### src/rtl/uart_rx_drain_ctrl.sv
// UART RX FIFO drain sequencer: decides when to empty the RX FIFO, pops one entry
// at a time onto a valid/ready stream, and drives the RDA/timeout interrupt levels.
module uart_rx_drain_ctrl #(
  parameter int FIFO_COUNTER_W = 5,
  parameter int REC_WIDTH      = 11,
  parameter int ERR_CNT_W      = 8
) (
  input  logic                      clk,
  input  logic                      wb_rst_i,
  input  logic                      enable_i,
  input  logic                      flush_i,
  input  logic [1:0]                trig_level_i,
  input  logic [FIFO_COUNTER_W-1:0] rf_count,
  input  logic [REC_WIDTH-1:0]      rf_data_out,
  input  logic [9:0]                counter_t,
  output logic                      rf_pop,
  output logic [7:0]                m_data,
  output logic [2:0]                m_err,
  output logic                      m_valid,
  input  logic                      m_ready,
  output logic                      rda_int,
  output logic                      ti_int,
  output logic                      burst_active,
  output logic [ERR_CNT_W-1:0]      err_cnt
);

  localparam logic [1:0] IDLE    = 2'd0;
  localparam logic [1:0] CAPTURE = 2'd1;
  localparam logic [1:0] PRESENT = 2'd2;

  logic [1:0]                state;
  logic [1:0]                state_next;
  logic [FIFO_COUNTER_W-1:0] trig_val;
  logic                      fifo_nonempty;
  logic                      level_hit;
  logic                      timeout_hit;
  logic                      start;
  logic                      handshake;
  logic                      entry_has_err;

  always_comb begin
    trig_val = FIFO_COUNTER_W'(1);
    case (trig_level_i)
      2'b00:   trig_val = FIFO_COUNTER_W'(1);
      2'b01:   trig_val = FIFO_COUNTER_W'(4);
      2'b10:   trig_val = FIFO_COUNTER_W'(8);
      default: trig_val = FIFO_COUNTER_W'(14);
    endcase
  end

  assign fifo_nonempty = (rf_count != '0);
  assign level_hit     = (rf_count >= trig_val);
  assign timeout_hit   = (counter_t == '0);
  assign start         = enable_i && fifo_nonempty && (level_hit || timeout_hit);
  assign handshake     = m_valid && m_ready;
  assign entry_has_err = |rf_data_out[2:0];

  // Once a burst is running it keeps popping until the FIFO is empty,
  // regardless of the trigger level; flush overrides every transition.
  always_comb begin
    state_next = state;
    case (state)
      IDLE: begin
        if (start) state_next = CAPTURE;
      end
      CAPTURE: begin
        state_next = PRESENT;
      end
      PRESENT: begin
        if (handshake) state_next = (enable_i && fifo_nonempty) ? CAPTURE : IDLE;
      end
      default: begin
        state_next = IDLE;
      end
    endcase
    if (flush_i) state_next = IDLE;
  end

  always_ff @(posedge clk or posedge wb_rst_i) begin
    if (wb_rst_i) begin
      state        <= IDLE;
      rf_pop       <= 1'b0;
      burst_active <= 1'b0;
    end else begin
      state        <= state_next;
      // Registered so the pop strobe is high exactly during the CAPTURE cycle.
      rf_pop       <= (state_next == CAPTURE);
      burst_active <= (state_next != IDLE);
    end
  end

  always_ff @(posedge clk or posedge wb_rst_i) begin
    if (wb_rst_i) begin
      m_valid <= 1'b0;
      m_data  <= '0;
      m_err   <= '0;
    end else begin
      if (state == CAPTURE) begin
        m_data <= rf_data_out[REC_WIDTH-1 -: 8];
        m_err  <= rf_data_out[2:0];
      end
      if (flush_i) begin
        m_valid <= 1'b0;
      end else if (state == CAPTURE) begin
        m_valid <= 1'b1;
      end else if (state == PRESENT && m_ready) begin
        m_valid <= 1'b0;
      end
    end
  end

  // Counts every popped entry with an error flag, including one dropped by flush.
  always_ff @(posedge clk or posedge wb_rst_i) begin
    if (wb_rst_i) begin
      err_cnt <= '0;
    end else if (state == CAPTURE && entry_has_err && err_cnt != '1) begin
      err_cnt <= err_cnt + 1'b1;
    end
  end

  always_ff @(posedge clk or posedge wb_rst_i) begin
    if (wb_rst_i) begin
      rda_int <= 1'b0;
      ti_int  <= 1'b0;
    end else begin
      rda_int <= level_hit;
      ti_int  <= timeout_hit && fifo_nonempty;
    end
  end

endmodule

### config.mk
export PLATFORM = sky130hd
export DESIGN_NAME = uart_rx_drain_ctrl
export DESIGN_NICKNAME = d
export VERILOG_FILES = /design/src/rtl/uart_rx_drain_ctrl.sv
export SDC_FILE = /design/constraint.sdc
export NUM_CORES = 1
export LEC_CHECK = 0
export CELL_PAD_IN_SITES_DETAIL_PLACEMENT = 2
export CELL_PAD_IN_SITES_GLOBAL_PLACEMENT = 2
export CORE_MARGIN = 2
export CORE_UTILIZATION = 23
export DETAILED_ROUTE_END_ITERATION = 6
export GPL_TIMING_DRIVEN = 0
export PLACE_DENSITY_LB_ADDON = 0.1
export SLEW_MARGIN = 40
export SYNTH_ARGS = -nofsm -noshare
export SYNTH_HDL_FRONTEND = slang
export SYNTH_SLANG_ARGS = --single-unit
### constraint.sdc
create_clock -name clk -period 2.2 [get_ports clk]
set_clock_uncertainty 0.05 [all_clocks]
set_input_delay 0.44 -clock clk [delete_from_list [all_inputs] [get_ports clk]]
set_output_delay 0.44 -clock clk [all_outputs]
set_load 0.05 [all_outputs]
# Yosys cells after proc, flatten, opt, wreduce, memory -nomap -nowiden
# Cells that the tools add are included.
[totals]
reg_bits = 26
in_bits = 33
out_inout_bits = 24
elab_cells = 41
[classes]
n_addsub = 1
n_lt_le_gt_ge = 1
eq_ne = 6
mux = 9
n_reduce_logical = 15
[op_table]
columns = ["op", "n"]
rows = [
  ["$pmux 4 s3", 1],
  ["$logic_not 10->1", 1],
  ["$add 8x1->8 const B", 1],
  ["$ne 8x8->1 const B", 1],
  ["$logic_and 1x1->1", 7],
  ["$eq 2x1->1 const B", 3],
  ["$mux 2", 3],
  ["$pmux 2 s3", 1],
  ["$ge 5x5->1", 1],
  ["$reduce_bool 5->1", 1],
  ["$eq 2x2->1 const B", 2],
  ["$logic_not 2->1", 2],
  ["$mux 1", 4],
  ["$reduce_bool 3->1", 1],
  ["$reduce_or 3->1", 1],
  ["$reduce_bool 2->1", 1],
  ["$logic_or 1x1->1", 1],
]

# Longest topological paths before layout
# Gate-level depths: netlist (run 1).
[logic_depth]
word_depth = 9
mapped_depth = 6
ltp_nobuf = 6

# Least setup slack after synthesis (run 1)
# Ideal clock, no wire load.
[synth_path]
path_kind = "reg-to-reg"
from = "reg err_cnt[0]"
to = "reg err_cnt[1]"
setup_ns = 0.125
arrival_time_ns = 1.821
required_ns = 2.025
path_slack_ns = 0.205
stages_incl_launch_ff = 5
n_path_buf = 0
synth_period_minus_slack_ns = 1.995
cell_sequence = "dfrtp_1 > ha_1 > and2_1 > a311oi_4 > mux2_2"
[synth_via]
elab_chain_cells = 2
elab_cells_between_ends = 3
cone_classes = "add/sub (1); eq/ne (1); reduce/logical (1)"
[synth_lines]
columns = ["item", "line", "text"]
rows = [
  ["start, declared", "24", "output logic [ERR_CNT_W-1:0] err_cnt"],
  ["start signal, assigned", "117", "err_cnt <= err_cnt + 1'b1;"],
  ["parallel branches: the longest is 2 deep, another holds $add 8x1->8", "--", ""],
]
# Parallel ways; which one is timed is not known.
# A chain may end at the register's enable or synchronous reset.

# Worst setup path in the final report (run 1)
[layout_path]
from = "reg err_cnt[3]"
to = "out err_cnt[3]"
# No word-level cell between the ends.

==> impl_metrics.env, run 1 <==
export IMPL_die_height_um=76.7
export IMPL_path_cells="clkdlybuf4s50_1"
export IMPL_arrival_ps=1570
export IMPL_ant_nets=0
export IMPL_numCtsBuffers=3
export IMPL_portBuffers=56
export IMPL_synthArstFlopShare_pct=100
export IMPL_setup_violations=0
export IMPL_finalHoldViolCount=0
export IMPL_gp_congestion=0.754
export IMPL_path_clk_slew_ps=90
export IMPL_drive_above_1_share_pct=6.63
export IMPL_period_needed_ps=2060
export IMPL_stdcell_area_sq_um=1900
export IMPL_synthToLayoutAreaGrowth_pct=56.7
export IMPL_die_width_um=76.7
export IMPL_yosysUniqueCellTypes=31
export IMPL_ys_ff_latch=26
export IMPL_critPathCaptureType="primary output"
export IMPL_num_antenna_cells=0
export IMPL_rsz0062_at_grt="false"
export IMPL_setup_ws_ps=140
export IMPL_leakage_uw=0.000844
export IMPL_synthTopCellsByCount="nand2_1 (38), dfrtp_1 (26), inv_1 (7), nand3_1 (6), xnor2_1 (6)"
export IMPL_slowest_stage="clkdlybuf4s50_1"
export IMPL_place_ws_ps=-137
export IMPL_wire_per_inst_um=14.1
export IMPL_final_cells=251
export IMPL_grt_max_degree=27
export IMPL_max_freq_mhz=485
export IMPL_grt_ovfl_total=0
export IMPL_ys_seq_area_share_pct=53.6
export IMPL_synthTopCellsByArea="dfrtp_1 (54%), nand2_1 (12%), ha_1 (5.1%), xnor2_1 (4.3%), nand3_1 (2.5%)"
export IMPL_drt_iter0_markers=20
export IMPL_cts_tree="yes"
export IMPL_share_comb_of_total_power_pct=48.4
export IMPL_worst_pin_slew_ps=631
export IMPL_start_util_pct=23.8
export IMPL_yosysTopAreaCell="dfrtp_1"
export IMPL_start_kind="register"
export IMPL_clkPwrFrac_pct=14.8
export IMPL_power_per_cell_area_nw_per_um2=978
export IMPL_final_util_pct=37.3
export IMPL_crit_fanout=6
export IMPL_sw_frac_of_total_pct=44.3
export IMPL_grt_pass1_wl_um=6130
export IMPL_ys_warn_count=0
export IMPL_rows=26
export IMPL_synth_top_area_share_pct=53.6
export IMPL_vias=1106
export IMPL_dp_hpwl_um=2870
export IMPL_multiInputGateArea_sq_um=531
export IMPL_ys_flop_type="dfrtp_1"
export IMPL_cts_setup_buffers=0
export IMPL_syn_area_sq_um=1210
export IMPL_netlist_instances=122
export IMPL_switching_power_uw=825
export IMPL_clk_latency_ps=270
export IMPL_coreArea_sq_um=5110
export IMPL_drv_slew=0
export IMPL_yosysMostFrequentCell="nand2_1"
export IMPL_drv_cap=0
export IMPL_cp_required_ps=1710
export IMPL_ctsRootBufferMaster="clkbuf_8"
export IMPL_cts_resized_gates=0
export IMPL_slew_headroom_pct=56.8
export IMPL_first_global_vias=1335
export IMPL_routed_via_density=4.41
export IMPL_clock_path_buffers=2
export IMPL_p_int_uw=1040
export IMPL_antenna_found_initial=0
export IMPL_seqPwrFrac_pct=36.8
export IMPL_register_area_sq_um=651
export IMPL_postSynthAreaPerCell_sq_um=9.96
export IMPL_vdd_drop_max_mv=0.304
export IMPL_status="finished clean"
export IMPL_period_share_pct=93.7
export IMPL_synth_edf_count=0
export IMPL_grt_usage_pct=12.9
export IMPL_placed_cell_area_sq_um=1860
export IMPL_route_detailed_drc=0
export IMPL_routed_wl_um=3530
export IMPL_nNetsFinal=221
export IMPL_htree_levels=1
export IMPL_num_io_pins=57
export IMPL_first_pass_iters=2
export IMPL_synth_net_count=160
export IMPL_placed_cells=248
export IMPL_max_stage_delay_ps=840
export IMPL_path_class="register to primary output"
export IMPL_nFillCells=568
export IMPL_critical_path_top_delay_family="buffers and inverters"
export IMPL_cts_hold_repair_buffers=0
export IMPL_die_area_sq_um=5880
export IMPL_cts_sinks=26
export IMPL_crit_buf_inv=1
export IMPL_hold_class="register to register"
-- layout by cell type, fill, tap and decap left out, types with 2 or more instances in the layout --
cell             Yosys  final
clkdlybuf4s50_1      0     56
nand2_1             38     38
dfrtp_1             26     26
nand3_1              6      6
xnor2_1              6      6
inv_1                7      6
nor2_1               5      5
ha_1                 5      5
nor4_1               3      3
clkbuf_8             0      3
clkbuf_1             2      2
or2_2                2      2
a21oi_1              2      2
-- area by class of cell --
class,instances,share of cell area [%]
flip-flops and latches,26,34.2
well taps,70,4.60
clock buffers,3,2.17
multi-input cells,87,27.9
repair buffers,56,29.4
inverters,7,1.38
plain buffers,2,0.394
-- sequential cells by signal, summed over array words and instances (netlist names) --
name / flops
rf_pop: 1
err_cnt: 8
burst_active: 1
m_err: 3
state: 2
ti_int: 1
m_valid: 1
m_data: 8
rda_int: 1
-- path summary, 6_finish.rpt --
| check | start | end | slack, ps | depth (start not counted) |
|---|---|---|---|---|
| setup / recovery | err_cnt[3] | err_cnt[3] | 140 | 1 |
| hold / removal | m_data[6] | m_data[6] | 440 | 2 |
| setup reg to reg | err_cnt[0] | err_cnt[1] | 260 | 4 |
| hold reg to reg | m_data[6] | m_data[6] | 440 | 2 |
| max in group asynchronous | wb_rst_i | m_data[7] | 1220 | 2 |
| min in group asynchronous | wb_rst_i | rda_int | 500 | 2 |
-- metrics by stage --
stage          power, uW  TNS (ps)  hold WS [ps]
2_1_floorplan       1240         0           430
3_3_place_gp        1570     -91.5           407
3_5_place_dp        1620      -205           423
4_1_cts             1900         0           446
5_1_grt             1980         0           475
6_report            1860         0           438
-- power by group through the flow --
| stage | Sequential [uW] | Clock, uW | Combinational (uW) |
|---|---|---|---|
| floorplan | 1080 | 0 | 165 |
| global placement | 683 | 0 | 885 |
| detailed placement | 699 | 0 | 917 |
| CTS | 688 | 292 | 921 |
| global route | 705 | 312 | 964 |
| finish | 685 | 276 | 902 |
-- cell families after synthesis --
group | share of synthesized area [%]
AND/OR/NAND/NOR | 25.2
flip-flops | 53.6
AO/OA/AOI/OAI | 7.31
buffers and inverters | 2.78
XOR/XNOR | 5.05
adder cells (fa/ha/maj) | 5.15
multiplexers | 0.927
-- layer usage --
layer	wire, um	up-vias	track usage (%)	part of all wire, %
met4	55	0	6.00	1.6
met3	158	4	1.41	4.5
met1	1480	536	14.9	42
li1	-	526	-	-
met5	0	-	0	0
met2	1830	40	23.8	52
Power figures use the tool's default switching activity.
==> run 2, diff against run 1 <==
Settings changed: CAP_MARGIN from default to 10.
==> results of run 2 <==
Final layout, timing and power as in run 1 (identical DEF).
==> run 3, diff against run 2 <==
Settings changed: CAP_MARGIN 10 to default, CTS_CLUSTER_SIZE from default to 20, SETUP_SLACK_MARGIN from default to 0.4.
==> run 3 against run 2 <==
Cell area increased by 3.0%. Via count increased by 2.8%. First-iteration DRC count increased by 20%. Register-to-register slack improved by 220 ps. Clock-buffer cell count increased by 1. Sequential power increased by 0.6%. Maximum frequency increased by 16%. Routed wire length increased by 4.7%. Non-clock buffer count increased by 1. Die area unchanged. Global-route usage increased by 0.32 points. Critical path type is now primary input to register.
==> impl_metrics.env, run 3 (synthesized netlist as in run 1, its figures left out) <==
export IMPL_layout_commonest_cell="nand2_1"
export IMPL_numCtsBuffers=3
export IMPL_antenna_found_initial=0
export IMPL_start_kind="primary input"
export IMPL_grt_max_degree=27
export IMPL_path_class="primary input to register"
export IMPL_rows=26
export IMPL_first_pass_iters=3
export IMPL_finalHoldViolCount=0
export IMPL_num_antenna_cells=0
export IMPL_setup_tns_ps=0
export IMPL_top_regs="err_cnt (8), m_data (8), m_err (3)"
export IMPL_route_detailed_drc=0
export IMPL_worst_pin_slew_ps=603
export IMPL_crit_fanout=3
export IMPL_gp_congestion=0.753
export IMPL_cts_sinks=26
export IMPL_max_freq_mhz=563
export IMPL_final_util_pct=38.4
export IMPL_num_io_pins=57
export IMPL_synthToLayoutAreaGrowth_pct=61.4
export IMPL_cts_tree="yes"
export IMPL_routed_wl_um=3690
export IMPL_die_width_um=76.7
export IMPL_drv_cap=0
export IMPL_die_height_um=76.7
export IMPL_critPathCaptureType="register"
export IMPL_slew_headroom_pct=59.7
export IMPL_status="finished clean"
export IMPL_power_uw=1860
export IMPL_drt_iter0_markers=24
export IMPL_setup_violations=0
export IMPL_drive_above_1_share_pct=14.2
export IMPL_arrival_ps=1880
export IMPL_vdd_drop_max_mv=0.304
export IMPL_rsz0062_at_grt="true"
export IMPL_path_clk_slew_ps=90
export IMPL_mostFrequentLayoutCells="nand2_1 (37), clkdlybuf4s50_1 (27), dlygate4sd2_1 (25)"
export IMPL_wire_per_inst_um=14.6
export IMPL_htree_levels=1
export IMPL_first_global_vias=1310
export IMPL_hold_class="register to register"
export IMPL_period_share_pct=80.7
export IMPL_ant_nets=0
export IMPL_leakage_uw=0.000932
export IMPL_die_area_sq_um=5880
export IMPL_clock_path_buffers=2
export IMPL_period_needed_ps=1780
export IMPL_nNetsFinal=222
export IMPL_grt_usage_pct=13.2
export IMPL_ctsRootBufferMaster="clkbuf_8"
export IMPL_cp_required_ps=2310
export IMPL_cts_hold_repair_buffers=0
export IMPL_grt_pass1_wl_um=6180
export IMPL_grt_ovfl_total=0
export IMPL_clk_latency_ps=280
export IMPL_start_util_pct=23.8
export IMPL_dp_hpwl_um=2950
export IMPL_vias=1137
export IMPL_drv_slew=0
export IMPL_portBuffers=56
export IMPL_routed_via_density=4.49
export IMPL_coreArea_sq_um=5110
export IMPL_power_per_cell_area_nw_per_um2=951
[run 3: stage by stage]
step	cell area (sq um)	worst slack [ps]	hold WS, ps	std cells
finish	1960	425	435	253
global route	1960	376	464	253
CTS	1950	404	448	253
detailed placement	1870	-115	430	248
global placement	1870	-86.0	406	248
floorplan	1230	364	430	122
[run 3: final cells by class]
type                       count  area, sq um
buffer                         2         7.51
clock buffer                   4         55.1
fill                         580         3150
inverter                       7         26.3
multi-input combinational     87          597
sequential                    26          653
tap                           70         87.6
timing repair buffer          57          534
[run 3: where the power goes]
group / leakage [uW] / internal (uW) / switching (uW)
registers: 0.000328 / 595 / 94.1
logic: 0.000575 / 265 / 591
clock network: 0.0000288 / 160 / 159
[run 3: routing by layer]
metal | vias to the layer above | global-route usage [%] | part of all wire, %
met4 | 0 | 5.45 | 1.8
met2 | 41 | 24.6 | 54
met3 | 5 | 2.59 | 5.1
met1 | 566 | 14.6 | 39
li1 | 525 | - | -
met5 | - | 0 | 0
[run 3: path summary, 6_finish.rpt]
kind	from	cells past startpoint	to	slack (ps)
min reg2reg	m_data[6]	2	m_data[6]	430
max	rf_count[3]	5	burst_active	420
max in group asynchronous	wb_rst_i	2	err_cnt[1]	1180
min	m_data[6]	2	m_data[6]	430
min in group asynchronous	wb_rst_i	2	ti_int	520
max reg2reg	err_cnt[0]	5	err_cnt[1]	480
[run 3: critical path: stages]
cell             delay (ps)
clkdlybuf4s50_1         590
ha_4                    250
o2111ai_2               100
a41oi_2                 160
or3_1                   340
[run 3: repair_timing]
action	in CTS	in global routing
pin swaps	4	0
setup endpoints to repair	32	6
gates resized for setup	35	7
setup buffers	1	0
